### src/rtl/muldiv_seq_pkg.sv
// Shared encodings for the iterative multiply/divide sequencer.
package muldiv_seq_pkg;

  typedef enum logic [1:0] {
    OP_MULTU = 2'b00,
    OP_MULT  = 2'b01,
    OP_DIVU  = 2'b10,
    OP_DIV   = 2'b11
  } op_e;

  typedef enum logic [1:0] {
    S_IDLE = 2'b00,
    S_RUN  = 2'b01,
    S_FIX  = 2'b10
  } state_e;

  function automatic logic op_is_div(input op_e o);
    return o[1];
  endfunction

  function automatic logic op_is_signed(input op_e o);
    return o[0];
  endfunction

endpackage

### src/rtl/muldiv_seq_if.sv
// Issue/result bundle between the execute stage and the multiply/divide unit.
interface muldiv_seq_if #(parameter int unsigned WIDTH = 32);

  logic             start;
  logic [1:0]       op;
  logic [WIDTH-1:0] srca;
  logic [WIDTH-1:0] srcb;
  logic             hiwrite;
  logic             lowrite;
  logic [WIDTH-1:0] wd;
  logic             busy;
  logic             done;
  logic [WIDTH-1:0] hi;
  logic [WIDTH-1:0] lo;

  modport master (
    output start, op, srca, srcb, hiwrite, lowrite, wd,
    input  busy, done, hi, lo
  );

  modport slave (
    input  start, op, srca, srcb, hiwrite, lowrite, wd,
    output busy, done, hi, lo
  );

endinterface

### src/rtl/muldiv_seq_step.sv
// One shift-add (multiply) or restoring shift-subtract (divide) iteration
// around a single WIDTH-bit adder with carry.
module muldiv_step #(
  parameter int unsigned WIDTH = 32
) (
  input  logic [WIDTH-1:0] acc,
  input  logic [WIDTH-1:0] operand,
  input  logic [WIDTH-1:0] low,
  input  logic             mode,
  output logic [WIDTH-1:0] acc_next,
  output logic [WIDTH-1:0] low_next
);

  logic [WIDTH-1:0] add_a;
  logic [WIDTH-1:0] add_b;
  logic [WIDTH-1:0] sum;
  logic             cin;
  logic             cout;

  always_comb begin
    add_a    = acc;
    add_b    = '0;
    cin      = 1'b0;
    acc_next = acc;
    low_next = low;

    if (mode) begin
      add_a = {acc[WIDTH-2:0], low[WIDTH-1]};
      add_b = ~operand;
      cin   = 1'b1;
    end else begin
      add_b = low[0] ? operand : '0;
    end

    {cout, sum} = {1'b0, add_a} + {1'b0, add_b} + (WIDTH+1)'(cin);

    if (mode) begin
      // Bit shifted out of the remainder counts as an extra carry for large divisors.
      if (cout | acc[WIDTH-1]) begin
        acc_next = sum;
        low_next = {low[WIDTH-2:0], 1'b1};
      end else begin
        acc_next = add_a;
        low_next = {low[WIDTH-2:0], 1'b0};
      end
    end else begin
      acc_next = {cout, sum[WIDTH-1:1]};
      low_next = {sum[0], low[WIDTH-1:1]};
    end
  end

endmodule

### src/rtl/muldiv_seq.sv
// Iterative MULT/MULTU/DIV/DIVU sequencer owning HI/LO, with MTHI/MTLO writes.
module muldiv_seq
  import muldiv_seq_pkg::*;
#(
  parameter int unsigned WIDTH = 32,
  parameter int unsigned CNTW  = 6
) (
  input  logic           ph1,
  input  logic           reset,
  muldiv_seq_if.slave    bus
);

  state_e           state, state_nxt;
  op_e              op_q, op_nxt;
  logic [CNTW-1:0]  cnt, cnt_nxt;
  logic             negres, negres_nxt;
  logic             negrem, negrem_nxt;
  logic             divzero, divzero_nxt;
  logic [WIDTH-1:0] acc, acc_nxt;
  logic [WIDTH-1:0] low, low_nxt;
  logic [WIDTH-1:0] opnd, opnd_nxt;
  logic [WIDTH-1:0] hi_q, hi_nxt;
  logic [WIDTH-1:0] lo_q, lo_nxt;
  logic             done_q, done_nxt;
  logic             busy_q, busy_nxt;

  op_e                op_in;
  logic               sgn_in;
  logic [WIDTH-1:0]   a_mag;
  logic [WIDTH-1:0]   b_mag;
  logic [2*WIDTH-1:0] prod;
  logic [WIDTH-1:0]   step_acc;
  logic [WIDTH-1:0]   step_low;
  logic               is_div;

  assign op_in  = op_e'(bus.op);
  assign is_div = op_is_div(op_q);

  muldiv_step #(.WIDTH(WIDTH)) u_step (
    .acc      (acc),
    .operand  (opnd),
    .low      (low),
    .mode     (is_div),
    .acc_next (step_acc),
    .low_next (step_low)
  );

  // State and datapath registers.
  always_ff @(posedge ph1 or posedge reset) begin
    if (reset) begin
      state   <= S_IDLE;
      op_q    <= OP_MULTU;
      cnt     <= '0;
      negres  <= 1'b0;
      negrem  <= 1'b0;
      divzero <= 1'b0;
      acc     <= '0;
      low     <= '0;
      opnd    <= '0;
      hi_q    <= '0;
      lo_q    <= '0;
      done_q  <= 1'b0;
      busy_q  <= 1'b0;
    end else begin
      state   <= state_nxt;
      op_q    <= op_nxt;
      cnt     <= cnt_nxt;
      negres  <= negres_nxt;
      negrem  <= negrem_nxt;
      divzero <= divzero_nxt;
      acc     <= acc_nxt;
      low     <= low_nxt;
      opnd    <= opnd_nxt;
      hi_q    <= hi_nxt;
      lo_q    <= lo_nxt;
      done_q  <= done_nxt;
      busy_q  <= busy_nxt;
    end
  end

  // Next-state, operand capture, iteration and sign fix-up.
  always_comb begin
    state_nxt   = state;
    op_nxt      = op_q;
    cnt_nxt     = cnt;
    negres_nxt  = negres;
    negrem_nxt  = negrem;
    divzero_nxt = divzero;
    acc_nxt     = acc;
    low_nxt     = low;
    opnd_nxt    = opnd;
    hi_nxt      = hi_q;
    lo_nxt      = lo_q;
    done_nxt    = 1'b0;
    sgn_in      = op_is_signed(op_in);
    a_mag       = (sgn_in && bus.srca[WIDTH-1]) ? -bus.srca : bus.srca;
    b_mag       = (sgn_in && bus.srcb[WIDTH-1]) ? -bus.srcb : bus.srcb;
    prod        = negres ? -{acc, low} : {acc, low};

    case (state)
      S_IDLE: begin
        if (bus.start) begin
          state_nxt   = S_RUN;
          op_nxt      = op_in;
          cnt_nxt     = '0;
          negres_nxt  = sgn_in & (bus.srca[WIDTH-1] ^ bus.srcb[WIDTH-1]);
          negrem_nxt  = sgn_in & bus.srca[WIDTH-1];
          divzero_nxt = op_is_div(op_in) && (bus.srcb == '0);
          acc_nxt     = '0;
          if (op_is_div(op_in)) begin
            low_nxt  = a_mag;
            opnd_nxt = b_mag;
          end else begin
            low_nxt  = b_mag;
            opnd_nxt = a_mag;
          end
        end else begin
          if (bus.hiwrite) hi_nxt = bus.wd;
          if (bus.lowrite) lo_nxt = bus.wd;
        end
      end

      S_RUN: begin
        acc_nxt = step_acc;
        low_nxt = step_low;
        cnt_nxt = cnt + CNTW'(1);
        if (cnt == CNTW'(WIDTH - 1)) state_nxt = S_FIX;
      end

      S_FIX: begin
        state_nxt = S_IDLE;
        done_nxt  = 1'b1;
        if (is_div) begin
          // Negating |dividend| restores the raw dividend, which also covers divide by zero.
          hi_nxt = negrem ? -acc : acc;
          lo_nxt = (negres && !divzero) ? -low : low;
        end else begin
          hi_nxt = prod[2*WIDTH-1:WIDTH];
          lo_nxt = prod[WIDTH-1:0];
        end
      end

      default: state_nxt = S_IDLE;
    endcase

    busy_nxt = (state_nxt != S_IDLE);
  end

  assign bus.busy = busy_q;
  assign bus.done = done_q;
  assign bus.hi   = hi_q;
  assign bus.lo   = lo_q;

endmodule
### src/flat_wrapper.sv
// flat-port wrapper written by rule: the top's interface ports become plain ports
module muldiv_seq_flat import muldiv_seq_pkg::*;
#(
  parameter int unsigned WIDTH = 32,
  parameter int unsigned CNTW  = 6
)
  (ph1, reset, bus_start, bus_op, bus_srca, bus_srcb, bus_hiwrite, bus_lowrite, bus_wd, bus_busy, bus_done, bus_hi, bus_lo);
  muldiv_seq_if #(.WIDTH(WIDTH)) bus_i ();
  input  logic ph1;
  input  logic reset;
  input wire logic [$bits(bus_i.start)-1:0] bus_start;
  input wire logic [$bits(bus_i.op)-1:0] bus_op;
  input wire logic [$bits(bus_i.srca)-1:0] bus_srca;
  input wire logic [$bits(bus_i.srcb)-1:0] bus_srcb;
  input wire logic [$bits(bus_i.hiwrite)-1:0] bus_hiwrite;
  input wire logic [$bits(bus_i.lowrite)-1:0] bus_lowrite;
  input wire logic [$bits(bus_i.wd)-1:0] bus_wd;
  output wire logic [$bits(bus_i.busy)-1:0] bus_busy;
  output wire logic [$bits(bus_i.done)-1:0] bus_done;
  output wire logic [$bits(bus_i.hi)-1:0] bus_hi;
  output wire logic [$bits(bus_i.lo)-1:0] bus_lo;
  assign bus_i.start = bus_start;
  assign bus_i.op = bus_op;
  assign bus_i.srca = bus_srca;
  assign bus_i.srcb = bus_srcb;
  assign bus_i.hiwrite = bus_hiwrite;
  assign bus_i.lowrite = bus_lowrite;
  assign bus_i.wd = bus_wd;
  assign bus_busy = bus_i.busy;
  assign bus_done = bus_i.done;
  assign bus_hi = bus_i.hi;
  assign bus_lo = bus_i.lo;
  muldiv_seq #(.WIDTH(WIDTH), .CNTW(CNTW)) u_core (.ph1(ph1), .reset(reset), .bus(bus_i));
endmodule
### config.mk
export PLATFORM = sky130hd
export DESIGN_NAME = muldiv_seq_flat
export DESIGN_NICKNAME = d
export VERILOG_FILES = /design/src/rtl/muldiv_seq_pkg.sv /design/src/rtl/muldiv_seq_if.sv /design/src/rtl/muldiv_seq_step.sv /design/src/rtl/muldiv_seq.sv /design/src/flat_wrapper.sv
export SDC_FILE = /design/constraint.sdc
export NUM_CORES = 1
export LEC_CHECK = 0
export CORE_MARGIN = 1.5
export CORE_UTILIZATION = 62
export DETAILED_ROUTE_END_ITERATION = 10
export PLACE_DENSITY_LB_ADDON = 0.15
export SLEW_MARGIN = 15
export SYNTH_ARGS = -nofsm -noshare
export SYNTH_HDL_FRONTEND = slang
export SYNTH_SLANG_ARGS = --single-unit
### constraint.sdc
create_clock -name ph1 -period 15.99 [get_ports ph1]
set_input_delay 3.198 -clock ph1 [delete_from_list [all_inputs] [get_ports ph1]]
set_output_delay 3.198 -clock ph1 [all_outputs]
set_load 0.02 [all_outputs]
After elaboration in Yosys (flattened, before gate mapping). Index checks and enable logic that the tools add are counted.

Bitwise operators: 5. Equality and inequality tests: 7. Add/sub/neg operators: 8. Multiplexer cells: 33. Reduce and logical (&&, ||, !) cells: 14.

Operator list (count): $mux 32 (20); $pmux 32 s2 (4); $neg 32->32 (4); $mux 64 (1); $neg 64->64 (1); $add 32x32->33 (1); $add 33x1->33 (1); $logic_not 32->1 (1); $not 32->32 (1); $pmux 6 s2 (1); $ne 2x2->1 const B (4); $add 6x1->6 const B (1); $eq 6x5->1 const B (1); $mux 6 (1); $reduce_and 3->1 (2); $reduce_bool 2->1 (3); $logic_and 1x1->1 (4); $mux 2 (2); $pmux 2 s2 (1); $reduce_and 2->1 (2); $mux 1 (3); $and 1x1->1 (2); $eq 2x1->1 const B (1); $eq 2x2->1 const B (1); 4 further kinds (4).

Word-level logic and storage cells: 80. Register bits after elaboration: 175. Bits of input ports: 103.

Longest topological paths before layout.
Depth after elaboration: 8. Mapped depth: 17. Mapped depth without buffers: 14.

Cells and area by module. A second synthesis with hierarchy kept.

Cells, all modules: 1691. Area, all modules: 13914.6 sq um.

By module, submodules not included: muldiv_seq (cells each 1193, sequential area each 4354.2 sq um, area each 10373.7 sq um, instances 1); muldiv_step (cells each 498, sequential area each 0.0 sq um, area each 3540.9 sq um, instances 1).

Worst setup path before layout. No wires, ideal clock.

Kind: input port to flip-flop. From: input port bus_srcb[14]. To: register u_core.low[21]. Required time: 15.925 ns. Buffers on the path: 1. Setup slack: 10.602 ns. Setup time: 0.065 ns. Arrival time: 5.323 ns. Stages: 9. Cells stage by stage: or4_1 -> buf_2 -> or4_4 -> or2_4 -> o31ai_2 -> xnor2_1 -> nor2_1 -> a211oi_1 -> o22a_1.

Word-level cells in the longest chain between the ends: 5.

RTL lines: from (decl) (RTL line flat_wrapper.sv:14) `input wire logic [$bits(bus_i.srcb)-1:0] bus_srcb;`; $neg 32->32 (RTL line muldiv_seq.sv:97) `b_mag = (sgn_in && bus.srcb[WIDTH-1]) ? -bus.srcb : bus.srcb;`; $mux 32 (RTL line muldiv_seq.sv:97); $mux 32 (RTL line muldiv_seq.sv:110) `if (op_is_div(op_in)) begin`; $mux 32 (RTL line muldiv_seq.sv:102) `if (bus.start) begin`; $pmux 32 s2 (RTL line muldiv_seq.sv:100) `case (state)`; to (signal assigned) (RTL line muldiv_seq.sv:72) `low <= low_nxt;`; to (decl) (RTL line muldiv_seq.sv:20) `logic [WIDTH-1:0] low, low_nxt;`.

No other way between the ends. The select of a mux whose other input is x is not followed. A chain may end at the register's enable or synchronous reset.

Worst setup path in the final report.
From: input port bus_start. To: register u_core.divzero.

Word-level cells in the longest chain between the ends: 1.

RTL lines: from (decl) (RTL line flat_wrapper.sv:11) `input wire logic [$bits(bus_i.start)-1:0] bus_start;`; $reduce_and 2->1 (no source line); to (signal assigned) (RTL line muldiv_seq.sv:70) `divzero <= divzero_nxt;`; to (decl) (RTL line muldiv_seq.sv:18) `logic divzero, divzero_nxt;`.

No other way between the ends.

==> out/results.md <==
| Group | Quantity | This run |
| --- | --- | --- |
| status | Run status | finished clean |
| finish | Post-synthesis to final-layout area growth | 15.81% |
| drt | Via count | 13.71k |
| timing | Setup-failing EPs final | 0 |
| cts | Total number of H-tree levels | 4 |
| setup path | Category of the worst setup path capture point | register |
| drt | Average wire per cell in the routed design | 21.08 um |
| synth | Share of the synthesized area in the top cell type | 0.3095 |
| drt | Vias per inst | 6.539 |
| die | Initial Utilization | 0.6387 |
| place | Port bufs | 168 |
| cts | Post CTS Setup Buffer Count | 0 |
| setup path | Kind of start point of the critical path | primary input |
| power | Leakage power total | 6.465 nW |
| drt | Antenna Nets Post-Route | 0 |
| timing | Setup repair after global routing missed its margin | false |
| synth | Post-synthesis cell type count | 72 |
| timing | Slew Viols, Final | 0 |
| cts | Root Buffer Master | sky130_fd_sc_hd__clkbuf_16 |
| synth | Yosys warns | 0 |
| synth | Post-synthesis instance area | 14070 um2 |
| global route | GR Util All Layers | 0.3730 |
| timing | Sum of negative setup slack | 0 ps |
| die | Area of the die | 23600 um2 |
| timing | Period minus WS final | 6014 ps |
| cts | Maximum root-to-sink buffer count | 2 |
| synth | Cell count after synthesis | 1734 |
| cts | Total of cells resized after clock tree synthesis | 0 |
| setup path | Crit Path Category | primary input to register |
| die | Top-level port count | 169 |
| place | DP Wirelength | 33530 um |
| global route | Residual overflow from global routing | 0 |
| cts | Clock slew at reported path FFs | 80 ps |
| synth | Most frequently used flop master after synthesis | sky130_fd_sc_hd__dfrtp_1 |
| synth | Biggest area contributors in the synthesized netlist | sky130_fd_sc_hd__dfrtp_1 (31%), sky130_fd_sc_hd__mux2i_1 (9.3%), sky130_fd_sc_hd__o21ai_0 (7.9%) |
| synth | Synth Area per Inst | 8.113 um2 |
| synth | Fraction of registers with async set or reset after synthesis | 1.000 |
| global route | Number of antenna violations at the first check in global routing | 0 |
| synth | Number of synthesized register bits | 174 |
| drt | Wirelength, routed | 44190 um |
| setup path | Worst endpoint data arrival time | 6350 ps |
| synth | Top cell type by total area after synthesis | sky130_fd_sc_hd__dfrtp_1 |
| cts | Sinks on the clock net | 174 |
| synth | Synth Net Count | 1876 |
| setup path | Required time at the endpoint of the critical path | 16330 ps |
| timing | Number of endpoints with negative hold slack in the final report | 0 |
| timing | Setup ws final | 9976 ps |
| die | Number of standard-cell rows in the floorplan | 54 |
| die | Die X | 153.6 um |
| cts | TritonCTS clock tree | yes |
| power | Maximum vdd drop | 0.1919 mV |
| drt | Number of remaining DRC errors | 0 |
| die | Std-Cell Core Area | 22030 um2 |
| drt | Starting DRT DRC Count | 1624 |
| timing | Portion of the clock cycle consumed by the worst path in the final layout | 0.3761 |
| place | Routability cong. | 0.9359 |
| timing | Relative max-transition margin | 0.2028 |
| finish | Nets@finish | 1944 |
| synth | EDFF count, synth | 0 |
| place | Worst-case setup slack after placement | 9575 ps |
| cts | Number of buffers created by CTS | 17 |
| setup path | Worst Path Max Fanout | 77 |
| cts | # hold bufs at CTS | 0 |
| global route | Wire length of the first global-routing pass | 69010 um |
| timing | Largest clock skew in the final design | 11.93 ps |
| power | Areal power density over the cells | 249.0 nW/um2 |
| power | Final Total Pwr | 0.004057 W |
| job | Number of max-cap violations | 0 |
| die | Height of the chip | 153.6 um |
| synth | Share of the yosys chip area belonging to registers | 0.3095 |
| cts | Clock Latency Late Sink | 450 ps |
| global route | Via count of the first global-routing pass | 12.49k |
| finish | Share of cells above drive strength 1 | 0.05785 |
| global route | Largest net degree at the start of global routing | 118 |
| worst hold path | Hold crit path type | register to register |
| timing | Max frequency | 0.1663 GHz |
| drt | 1st-pass router iterations | 6 |
| timing | Slew at the pin closest to its max-slew limit | 1191 ps |
[final cells by class]
class / instances / area, um2
multi-input combinational: 1406 / 9125
fill: 1737 / 5734
sequential: 174 / 4358
timing repair buffer: 180 / 1770
clock buffer: 17 / 425.4
tap: 280 / 350.3
clock inverter: 15 / 168.9
inverter: 23 / 91.34
antenna: 1 / 2.502
[kinds of logic after synthesis]
logic type / count (synthesis) / share of synthesized area
AOI/OAI and AO/OA: 530 / 0.2303
xor gates and xnor gates: 141 / 0.08779
adders and majority gates: 39 / 0.03576
buffers and inverters: 154 / 0.04323
DFF: 174 / 0.3095
muxes: 162 / 0.1180
and+or+nand+nor: 534 / 0.1754
[cell usage in the layout (no fill, tap or decap), types with 7 or more instances in the layout]
cell and count:
sky130_fd_sc_hd__o221ai_1 10, sky130_fd_sc_hd__nand2_1 236, sky130_fd_sc_hd__a31oi_1 20, sky130_fd_sc_hd__and3_1 11, sky130_fd_sc_hd__and2_1 12, sky130_fd_sc_hd__nor3_1 39, sky130_fd_sc_hd__nor4_1 18, sky130_fd_sc_hd__o22a_1 8
sky130_fd_sc_hd__ha_1 37, sky130_fd_sc_hd__a21o_1 14, sky130_fd_sc_hd__nor2b_1 10, sky130_fd_sc_hd__a21oi_1 116, sky130_fd_sc_hd__o21ai_0 222, sky130_fd_sc_hd__a211oi_1 21, sky130_fd_sc_hd__xor2_1 73, sky130_fd_sc_hd__buf_4 11
sky130_fd_sc_hd__clkdlybuf4s50_1 167, sky130_fd_sc_hd__mux2i_1 131, sky130_fd_sc_hd__o211ai_1 8, sky130_fd_sc_hd__dfrtp_1 173, sky130_fd_sc_hd__xnor2_1 68, sky130_fd_sc_hd__a22oi_1 24, sky130_fd_sc_hd__inv_8 7, sky130_fd_sc_hd__mux2_2 31
sky130_fd_sc_hd__o31ai_1 20, sky130_fd_sc_hd__nor2_1 118, sky130_fd_sc_hd__or4_1 9, sky130_fd_sc_hd__nand3_1 25, sky130_fd_sc_hd__or3_1 17, sky130_fd_sc_hd__inv_1 20, sky130_fd_sc_hd__o21ai_1 11, sky130_fd_sc_hd__clkbuf_16 17
sky130_fd_sc_hd__o41ai_1 12, sky130_fd_sc_hd__nand4_1 8
[routing by layer]
layer / GRT usage / routed length (um) / vias to the layer above
met4: 0.1618 / 1948 / 0
met3: 0.07074 / 4475 / 107
li1: - / - / 6389
met5: 0 / 0 / -
met2: 0.5626 / 19010 / 776
met1: 0.5245 / 18750 / 6434
[power breakdown]
part / leakage, nW / switching, W / internal [W]
Sequential: 2.02 / 0.000308 / 0.000657
Clock: 0.286 / 0.000206 / 0.000211
Combinational: 4.16 / 0.00158 / 0.00110
Total: 6.47 / 0.00209 / 0.00197
[through the flow]
step,std cells,hold WS [ps],cell area [um2],util
detailed placement,2063,488.7,15690,0.7122
CTS,2095,500.2,16280,0.7392
finish,2096,498.3,16290,0.7397
floorplan,1734,447.9,14070,-
global route,2095,530.1,16290,0.7395
global placement,2063,478.5,15690,0.7122
[Yosys cell counts, types with 9 or more instances]
master,instances
sky130_fd_sc_hd__a211oi_1,21
sky130_fd_sc_hd__a21o_1,14
sky130_fd_sc_hd__a21oi_1,116
sky130_fd_sc_hd__a22oi_1,24
sky130_fd_sc_hd__a31oi_1,20
sky130_fd_sc_hd__and2_1,14
sky130_fd_sc_hd__and3_1,11
sky130_fd_sc_hd__buf_1,13
sky130_fd_sc_hd__clkbuf_1,109
sky130_fd_sc_hd__dfrtp_1,174
sky130_fd_sc_hd__ha_1,37
sky130_fd_sc_hd__inv_1,21
sky130_fd_sc_hd__mux2_2,31
sky130_fd_sc_hd__mux2i_1,131
sky130_fd_sc_hd__nand2_1,236
sky130_fd_sc_hd__nand3_1,25
sky130_fd_sc_hd__nor2_1,119
sky130_fd_sc_hd__nor2b_1,11
sky130_fd_sc_hd__nor3_1,39
sky130_fd_sc_hd__nor4_1,18
sky130_fd_sc_hd__o21ai_0,222
sky130_fd_sc_hd__o21ai_1,11
sky130_fd_sc_hd__o221ai_1,10
sky130_fd_sc_hd__o31ai_1,20
sky130_fd_sc_hd__o41ai_1,12
sky130_fd_sc_hd__or3_1,17
sky130_fd_sc_hd__or4_1,9
sky130_fd_sc_hd__xnor2_1,68
sky130_fd_sc_hd__xor2_1,73
[sequential cells by signal, indices dropped and copies added, names as in the netlist, 2 cells and up]
name	cells
u_core.bus.hi	32
u_core.bus.lo	32
u_core.acc	32
u_core.low	32
u_core.cnt	6
u_core.opnd	32
u_core.state	2
[critical path, cell delays in order]
cell	delay, ps
sky130_fd_sc_hd__clkdlybuf4s50_1	400
sky130_fd_sc_hd__nor2_1	140
sky130_fd_sc_hd__or2_2	120
sky130_fd_sc_hd__buf_4	590
sky130_fd_sc_hd__clkinv_1	770
sky130_fd_sc_hd__nand2_1	210
sky130_fd_sc_hd__buf_4	480
sky130_fd_sc_hd__nor4_1	110
sky130_fd_sc_hd__a32o_1	280
[path summary, 6_finish.rpt]
kind                            startpoint                 to  slack, ps  depth (start not counted)
setup reg to reg            u_core.op_q[1]     u_core.acc[27]      10810                         13
hold reg to reg            u_core.opnd[10]    u_core.opnd[10]        500                          2
setup / recovery                 bus_start     u_core.divzero       9980                          9
max in group asynchronous            reset     u_core.op_q[1]      11290                          3
min in group asynchronous            reset  u_core.bus.lo[22]       3320                          2
hold / removal             u_core.opnd[10]    u_core.opnd[10]        500                          2
Note: power is estimated with default switching activity, not from simulation.
